## src/rtl/sync_fifo_param.sv

```systemverilog
// Parametrised single-clock FIFO with registered read data, a read-valid strobe and threshold flags.
// Define SYNC_FIFO_ERR_EN to add sticky overflow/underflow flags and the err_clr input.
module sync_fifo_param #(
  parameter int DATA_W    = 8,
  parameter int DEPTH     = 16,
  parameter int AF_THRESH = DEPTH - 2,
  parameter int AE_THRESH = 2
) (
  input  logic                     clk,
  input  logic                     rst,
  input  logic                     wr,
  input  logic                     rd,
  input  logic [DATA_W-1:0]        data_in,
  output logic [DATA_W-1:0]        data_out,
  output logic                     rd_valid,
  output logic [$clog2(DEPTH):0]   fifo_cnt,
  output logic                     empty,
  output logic                     full,
  output logic                     almost_empty,
  output logic                     almost_full
`ifdef SYNC_FIFO_ERR_EN
  ,
  input  logic                     err_clr,
  output logic                     overflow,
  output logic                     underflow
`endif
);

  localparam int AW = $clog2(DEPTH);
  localparam int CW = AW + 1;
  localparam logic [CW-1:0] CNT_MAX = CW'(DEPTH);
  localparam logic [CW-1:0] AF_LVL  = CW'(AF_THRESH);
  localparam logic [CW-1:0] AE_LVL  = CW'(AE_THRESH);

  logic [DATA_W-1:0] mem [DEPTH];
  logic [AW-1:0]     rd_ptr_reg, wr_ptr_reg;
  logic [CW-1:0]     cnt_reg, cnt_next;
  logic [DATA_W-1:0] dout_reg;
  logic              rd_valid_reg;
  logic              rd_acc, wr_acc;

  // Flags decode the registered count only, so they never glitch within a cycle.
  assign empty        = (cnt_reg == '0);
  assign full         = (cnt_reg == CNT_MAX);
  assign almost_empty = (cnt_reg <= AE_LVL);
  assign almost_full  = (cnt_reg >= AF_LVL);
  assign fifo_cnt     = cnt_reg;
  assign data_out     = dout_reg;
  assign rd_valid     = rd_valid_reg;

  // At full a simultaneous read frees the slot; at empty the read is refused.
  assign rd_acc = rd && !empty;
  assign wr_acc = wr && (!full || rd);

  always_comb begin
    cnt_next = cnt_reg;
    case ({wr_acc, rd_acc})
      2'b10:   cnt_next = cnt_reg + CW'(1);
      2'b01:   cnt_next = cnt_reg - CW'(1);
      default: cnt_next = cnt_reg;
    endcase
  end

  always_ff @(posedge clk) begin
    if (wr_acc) mem[wr_ptr_reg] <= data_in;
  end

  always_ff @(posedge clk or negedge rst) begin
    if (!rst) begin
      rd_ptr_reg   <= '0;
      wr_ptr_reg   <= '0;
      cnt_reg      <= '0;
      dout_reg     <= '0;
      rd_valid_reg <= 1'b0;
    end else begin
      cnt_reg      <= cnt_next;
      rd_valid_reg <= rd_acc;
      if (wr_acc) wr_ptr_reg <= wr_ptr_reg + AW'(1);
      if (rd_acc) begin
        rd_ptr_reg <= rd_ptr_reg + AW'(1);
        dout_reg   <= mem[rd_ptr_reg];
      end
    end
  end

`ifdef SYNC_FIFO_ERR_EN
  logic overflow_reg, underflow_reg;
  logic overflow_next, underflow_next;

  // A new error event in the same cycle as err_clr keeps the flag set.
  always_comb begin
    overflow_next  = (overflow_reg  && !err_clr) || (wr && full && !rd);
    underflow_next = (underflow_reg && !err_clr) || (rd && empty);
  end

  always_ff @(posedge clk or negedge rst) begin
    if (!rst) begin
      overflow_reg  <= 1'b0;
      underflow_reg <= 1'b0;
    end else begin
      overflow_reg  <= overflow_next;
      underflow_reg <= underflow_next;
    end
  end

  assign overflow  = overflow_reg;
  assign underflow = underflow_reg;
`endif

endmodule

```

## config.mk

```make
export PLATFORM = sky130hd
export DESIGN_NAME = sync_fifo_param
export DESIGN_NICKNAME = d
export VERILOG_FILES = /design/src/rtl/sync_fifo_param.sv
export SDC_FILE = /design/constraint.sdc
export NUM_CORES = 1
export LEC_CHECK = 0
export CORE_AREA = 2 2 81 160
export CTS_CLUSTER_DIAMETER = 100
export DETAILED_ROUTE_END_ITERATION = 12
export DIE_AREA = 0 0 83 162
export PLACE_DENSITY = 0.67
export SYNTH_ARGS = -nofsm -noshare
export SYNTH_HDL_FRONTEND = slang
export SYNTH_SLANG_ARGS = --single-unit
```

## constraint.sdc

```tcl
create_clock -name clk -period 3.6 [get_ports clk]
set_input_delay 0.72 -clock clk [delete_from_list [all_inputs] [get_ports clk]]
set_output_delay 0.72 -clock clk [all_outputs]
set_load 0.03 [all_outputs]
```

==> impl_metrics.ini <==
[run_status]
status = complete, no violations

[clock_tree]
cts_tree = built
cts_buffers = 17
cts_resized = 0
cts_sinks = 150
clock_latency_ps = 410
cts_root_buf = clkbuf_16
ctsHtreeMaxLevel = 4
clk_path_buf_depth = 2
postCtsHoldBufs = 0
path_clk_slew_ps = 60
cts_setup_buffers = 0

[setup_path]
critPathMaxStageDelay_ps = 460
r2r.worst_path.cells = 11
end_kind = flop
cp_slowest_cell = or3b_2
r2r-end = fifo_cnt[4]
worstSetupStartpointType = flop
critPathMaxFanout = 5
worstPathArrival_ps = 3410
criticalPathCategory = flop to flop
cp_cell_sequence = or3_1 > or3_1 > nand2_1 > inv_1 > ha_1 > ha_1 > nor2b_1 > o21ai_0 > a21oi_1 > or3b_2 > xnor2_1
r2r_setup_slack_ps = 480
r2r-start = fifo_cnt[4]
crit_required_ps = 3890
cp_num_buf_inv = 1
critical-path-top-delay-family = simple AND/OR/NAND/NOR gates

[detailed_routing]
drtIter0Drc = 176
drtPass1Iterations = 4
vias_per_cell = 5.52
avgRoutedWirePerCell_um = 21.7
drc_errors = 0
routed_wl_um = 11500
num_vias = 2934
ant_nets = 0

[placement]
hpwl_um = 8270
port_buffers = 29
dp.cells = 500
place.gp.congestion = 0.866
post-place-ws_ps = 257

[final_layout]
diodes = 0
layout.cells.non_filler = 532
max_flop_register = mem
area_growth_pct = 18.9
layout_commonest_cell = edfxtp_1
largest_reg_flops = 128
layout_common_cells = edfxtp_1 (128), mux4_2 (33), clkdlybuf4s50_1 (29), nand2_1 (28)
drive_gt1_frac = 0.231
final_nets = 394

[worst_hold_path]
whs_path_depth = 2
whs_endpoint = data_out[0]
hp-class = flop to flop
min_from = data_out[0]

[sta]
worst_slack_ps = 479
hold_viol_final = 0
fin_skew_ps = 8.48
min_period_ps = 3120
fin_tns_setup_ps = 0
setup_viol_count_final = 0
hold_ws_ps = 479
timing.final.crit_share = 0.867
tightest_slew_ps = 1030
max_freq_mhz = 320
maxSlewHeadroom = 0.312
rsz0062_at_grt = false
slew_violations = 0

[synthesis]
ys_seq_area_frac = 0.737
synthArstFlopShare = 0.147
post_synth.cell_area_avg_um2 = 18.8
mappedNetlistArea_um2 = 5960
yosysWarnings = 0
synth_flop_cell = edfxtp_1
synth-edff-count = 128
syn_nets = 340
synth_cells = 318
ys_seq_elements = 150
synth_cell_type_count = 31

[die]
core_region_area_um2 = 12200
fp.dieW_um = 83
dieArea_um2 = 13400
start_util = 0.489
pin_count = 30
fp.dieH_um = 162
rows = 57

[flow_run]
maxCapViolations = 0

[global_route]
grt_pass1_vias = 3186
gr-total-overflow = 0
grt_pass1_wl_um = 17900
track_usage = 0.184
grt_max_degree = 23
antenna_found_initial = 0

[power_and_ir_drop]
power_density_nw_per_um2 = 817
vdd_ir_drop_max_mv = 0.655
p_leak_nw = 2.48
-- metal layers --
layer	global-route usage	share of wire	vias up
met2	0.359	0.60	62
met3	0.0447	0.026	15
met4	0.0768	0.025	0
met1	0.181	0.35	1507
met5	0	0	-
li1	-	-	1350
-- worst register-to-register path, stage by stage (launching register included) --
cell     delay (ps)
dfrtp_1         420
or3_1           410
or3_1           340
nand2_1         100
inv_1            60
ha_1            250
ha_1            330
nor2b_1         140
o21ai_0         220
a21oi_1         120
or3b_2          460
xnor2_1         150
-- worst max-delay path by stage --
stage	endpoint	start	slack (ps)	cells past startpoint
CTS	fifo_cnt[4]	fifo_cnt[4]	490	11
global placement	fifo_cnt[4]	rd	340	10
finish	fifo_cnt[4]	fifo_cnt[4]	480	11
floorplan	fifo_cnt[4]	fifo_cnt[4]	440	11
detailed placement	fifo_cnt[4]	rd	260	10
global route	fifo_cnt[4]	fifo_cnt[4]	320	11
-- layout make-up --
class / count / area (um^2)
fillers: 886 / 5100
clock inverters: 10 / 70.1
inverters: 10 / 37.5
clock buffers: 22 / 497
well taps: 147 / 184
repair buffers: 51 / 455
multi-input cells: 142 / 1460
flip-flops and latches: 150 / 4390
-- synthesized netlist by cell type, types with 2 or more instances --
cell type  instances  area share
dfrtp_1           22       0.092
clkbuf_1           5      0.0031
mux2i_1            8       0.013
inv_1             10      0.0063
nand2_1           28       0.018
nor3_1             4      0.0034
ha_1               9       0.019
o221ai_1           7       0.010
xor2_1             2      0.0029
nand2b_1           3      0.0031
or3_1              2      0.0021
nand4_1            2      0.0021
mux4_2            33        0.12
xnor2_1            8       0.012
buf_2              7      0.0059
buf_4              2      0.0025
nor2_1            12      0.0076
edfxtp_1         128        0.64
a21oi_1            3      0.0025
buf_1              2      0.0013
o21ai_0           11      0.0092
-- through the flow --
step                utilization  area [um^2]  power [W]
global route              0.582         7090    0.00608
finish                    0.582         7090    0.00580
global placement          0.535         6530    0.00418
detailed placement        0.535         6530    0.00424
CTS                       0.582         7090    0.00588
floorplan                     -         5960    0.00360
-- report_power, final --
group          internal [W]  switching [W]  leakage, nW  total (W)
sequential          0.00216       0.000196         1.42    0.00236
combinational      0.000841       0.000964        0.781    0.00180
clock              0.000982       0.000656        0.277    0.00164
-- cells by family (layout without fill, tap and decap cells) --
kind of cell	Yosys count	in the layout	share of synthesized area
xor gates and xnor gates	10	10	0.0147
and+or+nand+nor	56	56	0.0413
muxes	42	42	0.140
DFF	150	150	0.737
buffers and inverters	26	93	0.0191
adders and majority gates	10	10	0.0222
AOI/OAI and AO/OA	24	24	0.0260
Note: power is estimated with default switching activity, not from simulation.
